`src/rtl/gauss_pkg.sv`:
```
// Shared constants and types for the Gaussian window streamer.
//   PIX_W    : pixel width in bits
//   TAPS     : window length (odd)
//   HALF     : taps on each side of the centre
//   pixel_t  : one pixel
//   window_t : tap storage, index TAPS-1 holds the newest pixel
//   state_t  : streamer FSM states
package gauss_pkg;
   localparam int PIX_W = 8;
   localparam int TAPS  = 11;
   localparam int HALF  = (TAPS - 1) / 2;

   typedef logic [PIX_W-1:0] pixel_t;
   typedef pixel_t window_t [TAPS-1:0];

   typedef enum logic [1:0] {
      IDLE,
      PRIME,
      RUN,
      FLUSH
   } state_t;
endpackage

```
`src/rtl/gauss_window_shreg.sv`:
```
// Tap storage for the window streamer. It holds no control logic.
// Ports:
//   clk, rst_n : clock, asynchronous active-low reset (clears every tap)
//   fill       : load every tap with din (first pixel of a row)
//   shift      : window[i] <= window[i+1], window[TAPS-1] <= din
//   din        : incoming pixel
//   window     : current taps, window[TAPS-1] is the newest
module gauss_window_shreg #(
   parameter int PIX_W = gauss_pkg::PIX_W,
   parameter int TAPS  = gauss_pkg::TAPS
) (
   input  logic             clk,
   input  logic             rst_n,
   input  logic             fill,
   input  logic             shift,
   input  logic [PIX_W-1:0] din,
   output logic [PIX_W-1:0] window [TAPS-1:0]
);
   import gauss_pkg::*;

   always_ff @(posedge clk or negedge rst_n) begin
      if (!rst_n) begin
         for (int i = 0; i < TAPS; i++) window[i] <= '0;
      end else if (fill) begin
         for (int i = 0; i < TAPS; i++) window[i] <= din;
      end else if (shift) begin
         for (int i = 0; i < TAPS - 1; i++) window[i] <= window[i+1];
         window[TAPS-1] <= din;
      end
   end
endmodule

```
`src/rtl/gauss_window_streamer.sv`:
```
// Streams one TAPS-pixel window per input pixel, centred on that pixel, with
// the edge pixels replicated at both row ends so the filtered row keeps its
// length.
// Ports:
//   clk, rst_n        : clock, asynchronous active-low reset
//   s_valid/s_ready   : input pixel handshake, s_data pixel, s_last ends row
//   m_valid/m_ready   : output window handshake
//   m_window          : tap i at [i*PIX_W +: PIX_W], tap HALF is the centre
//   m_last            : last window of the row
//   busy              : a row is in progress
//
// state | meaning
// IDLE  | waiting for first pixel of a row; it is replicated into all taps
// PRIME | collecting pixels 1..HALF; the emit of window 0 ends priming
// RUN   | every accepted pixel shifts in and emits a window
// FLUSH | HALF shifts of the last pixel to finish the row, input blocked
module gauss_window_streamer #(
   parameter int PIX_W = gauss_pkg::PIX_W,
   parameter int TAPS  = gauss_pkg::TAPS
) (
   input  logic                  clk,
   input  logic                  rst_n,
   input  logic                  s_valid,
   output logic                  s_ready,
   input  logic [PIX_W-1:0]      s_data,
   input  logic                  s_last,
   output logic                  m_valid,
   input  logic                  m_ready,
   output logic [TAPS*PIX_W-1:0] m_window,
   output logic                  m_last,
   output logic                  busy
);
   import gauss_pkg::*;

   localparam int HALF  = (TAPS - 1) / 2;
   localparam int CNT_W = $clog2(HALF + 1);
   localparam logic [CNT_W-1:0] CNT_HALF = CNT_W'(HALF);

   state_t state, state_nxt;
   logic [CNT_W-1:0] shift_cnt, shift_cnt_nxt;
   logic [CNT_W-1:0] flush_cnt, flush_cnt_nxt;
   logic [CNT_W-1:0] cnt_sat;
   logic gate, accept, fill, shift, emit, emit_last;
   logic [PIX_W-1:0] din;
   logic [PIX_W-1:0] win [TAPS-1:0];
   logic [TAPS*PIX_W-1:0] win_shifted;

   gauss_window_shreg #(
      .PIX_W (PIX_W),
      .TAPS  (TAPS)
   ) u_shreg (
      .clk    (clk),
      .rst_n  (rst_n),
      .fill   (fill),
      .shift  (shift),
      .din    (din),
      .window (win)
   );

   // The output slot can take a new window when empty or draining this cycle.
   assign gate    = !m_valid || m_ready;
   assign s_ready = (state != FLUSH) && gate;
   assign accept  = s_valid && s_ready;
   assign busy    = (state != IDLE);
   assign cnt_sat = (shift_cnt == CNT_HALF) ? shift_cnt : shift_cnt + CNT_W'(1);

   // Window as it will look after this cycle's shift; emits load this view so
   // the window leaves on the same edge that completes it.
   always_comb begin
      win_shifted = '0;
      for (int i = 0; i < TAPS - 1; i++) win_shifted[i*PIX_W +: PIX_W] = win[i+1];
      win_shifted[(TAPS-1)*PIX_W +: PIX_W] = din;
   end

   always_comb begin
      state_nxt     = state;
      shift_cnt_nxt = shift_cnt;
      flush_cnt_nxt = flush_cnt;
      fill          = 1'b0;
      shift         = 1'b0;
      din           = s_data;
      emit          = 1'b0;
      emit_last     = 1'b0;
      case (state)
         IDLE: begin
            if (accept) begin
               fill          = 1'b1;
               shift_cnt_nxt = '0;
               state_nxt     = s_last ? FLUSH : PRIME;
            end
         end
         PRIME: begin
            if (accept) begin
               shift         = 1'b1;
               shift_cnt_nxt = cnt_sat;
               emit          = (cnt_sat == CNT_HALF);
               if (s_last)    state_nxt = FLUSH;
               else if (emit) state_nxt = RUN;
            end
         end
         RUN: begin
            if (accept) begin
               shift = 1'b1;
               emit  = 1'b1;
               if (s_last) state_nxt = FLUSH;
            end
         end
         FLUSH: begin
            if (gate) begin
               // Short rows reach HALF only during flush, which delays their
               // first window until enough right-edge copies are in place.
               shift         = 1'b1;
               din           = win[TAPS-1];
               shift_cnt_nxt = cnt_sat;
               emit          = (cnt_sat == CNT_HALF);
               flush_cnt_nxt = flush_cnt + CNT_W'(1);
               if (flush_cnt_nxt == CNT_HALF) begin
                  emit_last     = emit;
                  state_nxt     = IDLE;
                  shift_cnt_nxt = '0;
                  flush_cnt_nxt = '0;
               end
            end
         end
         default: state_nxt = IDLE;
      endcase
   end

   always_ff @(posedge clk or negedge rst_n) begin
      if (!rst_n) begin
         state     <= IDLE;
         shift_cnt <= '0;
         flush_cnt <= '0;
      end else begin
         state     <= state_nxt;
         shift_cnt <= shift_cnt_nxt;
         flush_cnt <= flush_cnt_nxt;
      end
   end

   always_ff @(posedge clk or negedge rst_n) begin
      if (!rst_n) begin
         m_valid  <= 1'b0;
         m_last   <= 1'b0;
         m_window <= '0;
      end else if (emit) begin
         m_valid  <= 1'b1;
         m_last   <= emit_last;
         m_window <= win_shifted;
      end else if (m_ready) begin
         m_valid  <= 1'b0;
         m_last   <= 1'b0;
      end
   end
endmodule

```
`config.mk`:
```
export PLATFORM = sky130hd
export DESIGN_NAME = gauss_window_streamer
export DESIGN_NICKNAME = d
export VERILOG_FILES = /design/src/rtl/gauss_pkg.sv /design/src/rtl/gauss_window_shreg.sv /design/src/rtl/gauss_window_streamer.sv
export SDC_FILE = /design/constraint.sdc
export NUM_CORES = 1
export LEC_CHECK = 0
export CAP_MARGIN = 20
export CELL_PAD_IN_SITES_DETAIL_PLACEMENT = 0
export CELL_PAD_IN_SITES_GLOBAL_PLACEMENT = 1
export CORE_AREA = 2 2 114 226
export CTS_BUF_LIST = sky130_fd_sc_hd__clkbuf_4
export CTS_CLUSTER_DIAMETER = 80
export DETAILED_ROUTE_END_ITERATION = 8
export DIE_AREA = 0 0 116 228
export PLACE_DENSITY_LB_ADDON = 0.25
export SLEW_MARGIN = 40
export SYNTH_ARGS = -nofsm -noshare
export SYNTH_HDL_FRONTEND = slang
export SYNTH_SLANG_ARGS = --single-unit
```
`constraint.sdc`:
```
create_clock -name clk -period 2.9 [get_ports clk]
set_clock_uncertainty 0.2 [all_clocks]
set_input_delay 0.435 -clock clk [delete_from_list [all_inputs] [get_ports clk]]
set_output_delay 0.435 -clock clk [all_outputs]
set_load 0.005 [all_outputs]
```
# After elaboration in Yosys (flattened, before gate mapping)
# Index checks and enable logic that the tools add are counted.
dict set report word_totals {
  output_inout_bits 92
  ff_bits 178
}
dict set report classes {
  muxes 34
  reduce_logical 13
  n_eq_ne 14
  add_sub_neg 2
}
# op n
set op_table {}
lappend op_table {{$mux W88} 2}
lappend op_table {{$mux W2} 9}
lappend op_table {{$mux W3} 6}
lappend op_table {{$mux W8} 2}
lappend op_table {{$ne A2 B2 Y1 const B} 7}
lappend op_table {{$mux W1} 11}
lappend op_table {{$eq A3 B3 Y1 const B} 3}
lappend op_table {{$pmux W3 S3} 1}
lappend op_table {{$pmux W2 S4} 1}
lappend op_table {{$reduce_and A7 Y1} 1}
lappend op_table {{$add A3 B1 Y3 const B} 2}
lappend op_table {{$reduce_bool A2 Y1} 3}
lappend op_table {{$eq A2 B2 Y1 const B} 2}
lappend op_table {{$reduce_and A4 Y1} 1}
lappend op_table {{$ne A3 B3 Y1 const B} 1}
lappend op_table {{$pmux W1 S3} 1}
lappend op_table {{$reduce_bool A3 Y1} 1}
lappend op_table {{$eq A2 B1 Y1 const B} 1}
lappend op_table {{$logic_and A1 B1 Y1} 2}
lappend op_table {{$logic_not A2 Y1} 1}
lappend op_table {{$pmux W1 S2} 1}
lappend op_table {{$reduce_and A2 Y1} 1}
lappend op_table {{$reduce_or A2 Y1} 1}
lappend op_table {{$logic_not A1 Y1} 1}
lappend op_table {{$logic_or A1 B1 Y1} 1}

# Logic depth before layout (Yosys ltp)
# Gate-level depths: netlist of run 1.
dict set report depth {
  word_depth 8
  depth_mapped 10
  depth_no_buf 7
}

# Modules after synthesis
# Synthesis of run 1 repeated with hierarchy kept, for this count alone.
dict set report unflattened {
  cells_unflattened 569
  hier_area_um2 9221.3
}
# mod area_per_inst_um2 cells_each instances
set modules_own_cells {}
lappend modules_own_cells {gauss_window_shreg 4648.2 283 1}
lappend modules_own_cells {gauss_window_streamer 4573.1 286 1}

# Worst setup path after synthesis of run 1
# No wires, ideal clock.
dict set report synth_timing {
  path_type {flip-flop to flip-flop}
  start {reg shift_cnt[0]}
  end {reg m_window[38]}
  n_path_buf 2
  path_slack_ps 456
  setup_ps 127
  stages_incl_launch_ff 8
  t_arrival_ps 2116
  path_cell_list {dfrtp_1 -> ha_1 -> nor4b_1 -> a211o_1 -> a32oi_2 -> buf_4 -> buf_6 -> mux2_1}
}
dict set report synth_via {
  elab_chain_len 5
  word_cells_on_any_way 7
}
# element line
set synth_rtl {}
lappend synth_rtl {{start: declaration} gauss_window_streamer.sv:40} ;# logic [CNT_W-1:0] shift_cnt, shift_cnt_nxt;
lappend synth_rtl {{start signal: assignment} gauss_window_streamer.sv:136} ;# shift_cnt <= shift_cnt_nxt;
lappend synth_rtl {{$add A3 B1 Y3 / $eq A3 B3 Y1 (equally long branches)} gauss_window_streamer.sv:65} ;# assign cnt_sat = (shift_cnt == CNT_HALF) ? shift_cnt : shift_cnt + CNT_W'(1);
lappend synth_rtl {{$mux W3 (*)} gauss_window_streamer.sv:65}
lappend synth_rtl {{$eq A3 B3 Y1 (*)} {gauss_window_streamer.sv:96, gauss_window_streamer.sv:115}}
lappend synth_rtl {{$mux W1 (on tied branches)} {gauss_window_streamer.sv:109, gauss_window_streamer.sv:93}}
lappend synth_rtl {{$pmux W1 S3 (*)} gauss_window_streamer.sv:84} ;# case (state)
lappend synth_rtl {{end signal: assignment} gauss_window_streamer.sv:149} ;# m_window <= win_shifted;
lappend synth_rtl {{end: declaration} gauss_window_streamer.sv:29} ;# output logic [TAPS*PIX_W-1:0] m_window,
# Every way passes the cells marked *; elsewhere a longest branch is shown, timed or not.
# A chain may end at the register's enable or synchronous reset.

# Final worst setup path of run 1
dict set report layout_timing {
  start {reg state[0]}
  end {out busy}
}
dict set report layout_via {
  elab_chain_len 1
}
# element line
set layout_rtl {}
lappend layout_rtl {{start: declaration} gauss_window_streamer.sv:39} ;# state_t state, state_nxt;
lappend layout_rtl {{start signal: assignment} gauss_window_streamer.sv:135} ;# state <= state_nxt;
lappend layout_rtl {{$reduce_bool A2 Y1} gauss_window_streamer.sv:64} ;# assign busy = (state != IDLE);
lappend layout_rtl {{end: declaration} gauss_window_streamer.sv:31} ;# output logic busy
# No other way between the ends.

==> flow_summary.json, run 1 <==
{
  "ys_seq_area_frac": 0.612,
  "seqPwrFrac": 0.411,
  "synth_top_family_by_area": "multiplexers",
  "ys_warn_count": 0,
  "post_cts_buffers": 0,
  "gp_congestion": 0.744,
  "comb_power_share": 0.471,
  "syn_nets": 653,
  "synth_edf_count": 0,
  "setup_viol": 0,
  "cts_sinks": 178,
  "grt_overflow": 0,
  "drt-wirelength-per-cell_um": 15.8,
  "clockRootBuffer": "clkbuf_4",
  "timing.fmax_mhz": 364,
  "vias": 4942,
  "avgSynthCellArea_sq_um": 11.5,
  "path_cells": "inv_1 > ha_2 > inv_1 > clkdlybuf4s50_1",
  "leakage_nw": 3.93,
  "antenna_found_initial": 1,
  "synthArstFlopShare": 1.00,
  "p_sw_mw": 4.05,
  "worstPathArrival_ps": 2120,
  "preCtsSetupSlack_ps": 111,
  "critical_path_required_ps": 2270,
  "hpwl_um": 11800,
  "ios": 105,
  "coreArea_sq_um": 24800,
  "synth-xor-area-share": 0,
  "synthTopCellsByArea": "dfrtp_1 (61%), mux2_2 (13%), a21oi_1 (5.4%)",
  "nets": 757,
  "routed_wl_um": 17100,
  "ant_nets": 0,
  "startpoint_type": "register",
  "crit_family": "buffers and inverters",
  "synth_compound_area_frac": 0.0862,
  "finalCriticalPeriod_ps": 2750,
  "finalCritPeriodShare": 0.949,
  "start_util": 0.293,
  "clkLatencyLatePin_ps": 560,
  "synthCells": 632,
  "numCtsBuffers": 17,
  "yosys.area.top_type": "dfrtp_1",
  "die_x_um": 116,
  "worst-path-max-fanout": 12,
  "synth-simple-area-share": 0.106,
  "drv_slew": 0,
  "clock_power_share": 0.118,
  "route.detailed.drc": 0,
  "grt_pass1_wl_um": 28400,
  "slew_headroom": 0.644,
  "synth.distinct_cells": 36,
  "synth_top_area_frac": 0.612,
  "dp_cells": 1052,
  "worst_pin_slew_ps": 532,
  "rows": 82,
  "drive_above_1_share": 0.193,
  "placed_area_sq_um": 8830,
  "muxShareOfSynthArea": 0.153,
  "stdcell_count": 1085,
  "dieArea_sq_um": 26400,
  "path_buf_inv": 3,
  "numPortBuffers": 104,
  "layout_setup_ws_ps": 149,
  "syn_area_sq_um": 7280,
  "grt_pass1_vias": 5154,
  "hold_violations": 0,
  "irDropWorstVdd_v": 0.000465,
  "synth_ff_type": "dfrtp_1",
  "status": "completed",
  "p_sw_frac": 0.370,
  "synth_common_cells": "dfrtp_1 (178), nand2_1 (89), mux2_2 (87)",
  "ys_ff_latch": 178,
  "fp.dieH_um": 228,
  "powerDensity_nw_per_um2": 1200,
  "clk_pin_slew_ps": 130,
  "intPower_mw": 6.89,
  "grt.total_usage": 0.138,
  "rsz0062_at_grt": "false",
  "tritoncts": "yes",
  "grt_max_degree": 58,
  "first_iter_violations": 211,
  "crit_top_cell": "inv_1",
  "maxCapViolations": 0,
  "post-synth-top-count-cell": "dfrtp_1",
  "r2r-start": "shift_cnt[0]",
  "yosys.area_share.adder": 0.0138,
  "critPathSlowestCell": "clkdlybuf4s50_1",
  "area_growth_pct": 25.1,
  "clock_path_buffers": 2,
  "tns_ps": 0,
  "max_stage_delay_ps": 530,
  "via_per_inst": 4.55,
  "final_cell_area_sq_um": 9100,
  "path_class": "register to output port",
  "worst_setup_path_end_kind": "output port",
  "cp-startpoint": "state[0]",
  "min_path_type": "primary input to async pin",
  "cts_max_level": 4,
  "drt_first_pass_iters": 6
}
==> registers in the layout, summed over array words and instances, names as in the netlist <==
name and flops:
m_last 1, m_valid 1, m_window 88, shift_cnt 3, u_shreg.window 80, flush_cnt 3, state 2
==> repair_timing <==
item                                    4_1_cts  5_1_grt
endpoints found under the hold margin        54        0
resized for setup                             1        0
hold buffers                                  1        0
endpoints found under the setup margin        1        0
==> final cells by class <==
type	count	area (sq um)
Multi-Input combinational cell	407	2630
Tap cell	336	420
Inverter	7	26.3
Clock buffer	22	165
Clock inverter	9	85.1
Antenna cell	1	2.50
Timing Repair Buffer	125	1320
Sequential cell	178	4450
Fill cell	2534	15700
==> routing by layer <==
layer  wire length [um]  global-route usage  vias up
met5                  0                   0        -
met4                185              0.0365        0
met3                719              0.0369       11
met2               8450               0.223      103
met1               7790               0.182     2481
li1                   -                   -     2347
==> kinds of logic (layout without fill, tap and decap cells) <==
family                     Yosys count  in the layout
AOI/OAI and AO/OA                  112            112
adders and majority gates            8              8
buffers and inverters               47            163
DFF                                178            178
muxes                              100            100
other                                0              1
and+or+nand+nor                    187            187
==> power by group through the flow <==
stage	clock (mW)	sequential [mW]	combinational, mW
global route	1.48	4.68	5.75
finish	1.29	4.50	5.15
global placement	0	4.57	5.14
floorplan	0	4.36	3.00
CTS	1.37	4.52	5.27
detailed placement	0	4.57	5.24
==> path summary, 6_finish.rpt <==
check	to	slack [ps]	cells past startpoint
worst max-delay path	busy	150	4
worst min-delay path	state[0]	190	2
worst max register to register	state[0]	200	6
worst min register to register	m_window[83]	300	2
max in group asynchronous	m_window[27]	1590	3
min in group clk	m_window[83]	300	2
==> cells in the final DEF, fill, tap and decap left out, drive strengths merged, types with 2 or more instances in the layout <==
cell and n:
o21ai 14, nand3 2, nand2b 2, clkinvlp 4
clkdlybuf4s50 103, a21oi 79, mux2 89, nor2 76
and2 2, nor2b 5, clkbuf 23, ha 8
buf 20, inv 8, nand2 89, o21a 9
a31oi 2, dfrtp 178, nor4 2, nor4b 2
clkinv 3, mux2i 11, nor3 4
==> through the flow <==
step	util	hold slack [ps]	power (mW)
final	0.366	189	10.9
after detailed placement	0.356	244	9.81
after global routing	0.366	151	11.9
after CTS	0.366	160	11.2
after global placement	0.356	251	9.71
after floorplan	-	-60.6	7.36
(Power assumes the default switching activity.)
==> inputs of run 2 (changes only) <==
CORE_AREA = 2 2 135 190   (was 2 2 114 226)
DIE_AREA = 0 0 137 192   (was 0 0 116 228)
==> flow_summary.json, run 2 (synthesized netlist as in run 1, its figures left out) <==
{
  "status": "completed",
  "cts_sinks": 178,
  "rsz0062_at_grt": "false",
  "nets": 753,
  "drv_slew": 0,
  "dp_cells": 1027,
  "finalCriticalPeriod_ps": 2730,
  "coreArea_sq_um": 24500,
  "min_path_type": "primary input to async pin",
  "hold_violations": 0,
  "top_regs": "m_window: 88 flops, u_shreg.window: 80 flops",
  "dieArea_sq_um": 26300,
  "first_iter_violations": 197,
  "regMostFlops": "m_window",
  "start_util": 0.297,
  "numPortBuffers": 104,
  "path_class": "register to output port",
  "setup_viol": 0,
  "fp.dieH_um": 192,
  "most-common-layout-cells": "dfrtp_1 (177), clkdlybuf4s50_1 (103), nand2_1 (88)",
  "hpwl_um": 12400,
  "worst_setup_path_end_kind": "output port",
  "num-fill-cells": 2441,
  "largest_reg_flops": 88,
  "drt_first_pass_iters": 4,
  "tritoncts": "yes",
  "vias": 4968,
  "ff_latch_area_sq_um": 4460,
  "critical_path_required_ps": 2270,
  "finalCritPeriodShare": 0.942,
  "rows": 68,
  "clk_pin_slew_ps": 160,
  "die_x_um": 137,
  "ios": 105,
  "grt_overflow": 0,
  "grt_max_degree": 57,
  "clock_path_buffers": 2,
  "numCtsBuffers": 17,
  "drt-wirelength-per-cell_um": 17.3,
  "area_growth_pct": 23.8,
  "r2r_cells": 6,
  "worst-path-max-fanout": 11,
  "routed_wl_um": 18300,
  "cts_max_level": 4,
  "worstPathArrival_ps": 2100,
  "maxCapViolations": 0,
  "stdcell_count": 1060,
  "ant_nets": 0,
  "powerDensity_nw_per_um2": 1240,
  "clockRootBuffer": "clkbuf_4",
  "gp_congestion": 0.791,
  "grt_pass1_wl_um": 29900,
  "drive_above_1_share": 0.190,
  "timing.fmax_mhz": 366,
  "slew_headroom": 0.606,
  "via_per_inst": 4.69,
  "route.detailed.drc": 0,
  "grt_pass1_vias": 5288,
  "leakage_nw": 3.90,
  "startpoint_type": "register",
  "clkLatencyLatePin_ps": 580,
  "worst_pin_slew_ps": 590,
  "tns_ps": 0,
  "antenna_found_initial": 1,
  "layout_commonest_cell": "dfrtp_1",
  "irDropWorstVdd_v": 0.000437,
  "grt.total_usage": 0.149,
  "multi_input_area_sq_um": 2630,
  "post_cts_buffers": 0
}
run 2: cell types whose count changed in the layout (fill, tap and decap cells not counted), moves of 2 or more:
cell / previous run / this run
buf_12: 9 / 4
clkbuf_4: 22 / 17
clkinv_4: 0 / 2
clkinvlp_4: 4 / 1
inv_6: 0 / 6
run 2: path summary, 6_finish.rpt:
path	from	to	slack (ps)
worst max register to register	shift_cnt[0]	m_window[79]	180
min in group clk	s_data[3]	u_shreg.window[83]	300
worst max-delay path	state[1]	busy	170
worst min-delay path	rst_n	m_window[81]	160
max in group asynchronous	rst_n	u_shreg.window[31]	1610
worst min register to register	m_window[82]	m_window[82]	310
run 2: cell type report:
| class | count | share of cell area |
|---|---|---|
| Sequential cell | 178 | 0.495 |
| Multi-Input combinational cell | 407 | 0.292 |
| Timing Repair Buffer | 121 | 0.136 |
| Tap cell | 315 | 0.0437 |
| Clock inverter | 14 | 0.0168 |
| Clock buffer | 17 | 0.0142 |
| Inverter | 7 | 0.00292 |
| Antenna cell | 1 | 0.000278 |
run 2: what timing repair did:
item | 4_1_cts | 5_1_grt
hold buffers | 1 | 0
resized for setup | 0 | 2
hold endpoints to repair | 56 | 0
endpoints found under the setup margin | 0 | 3
run 2: power breakdown:
| group | switching, mW | internal (mW) | leakage, nW | total [mW] |
|---|---|---|---|---|
| clock network | 0.898 | 0.520 | 0.151 | 1.42 |
| logic | 2.50 | 2.67 | 1.78 | 5.17 |
| registers | 0.865 | 3.68 | 1.97 | 4.55 |
run 2: critical path: stages (launching register included):
cell	delay [ps]
dfrtp_1	440
inv_1	90
ha_1	210
buf_4	180
inv_1	110
clkdlybuf4s50_1	510
run 2: through the flow:
step | util | cell area (sq um) | power [mW] | setup WS, ps | hold slack (ps)
2_1_floorplan | - | 7280 | 7.36 | 456 | -60.6
4_1_cts | 0.367 | 9000 | 11.3 | 56.0 | 124
3_3_place_gp | 0.355 | 8710 | 9.70 | 162 | 217
5_1_grt | 0.368 | 9010 | 12.1 | 33.9 | 140
3_5_place_dp | 0.355 | 8710 | 9.82 | 124 | 226
6_report | 0.368 | 9010 | 11.1 | 167 | 159
run 2: per-layer routing:
layer	routed length [um]	up-vias	share of wire	global-route usage
met1	8130	2484	0.44	0.195
li1	-	2338	-	-
met3	716	28	0.039	0.0293
met5	0	-	0	0
met4	474	0	0.026	0.0587
met2	8990	118	0.49	0.241
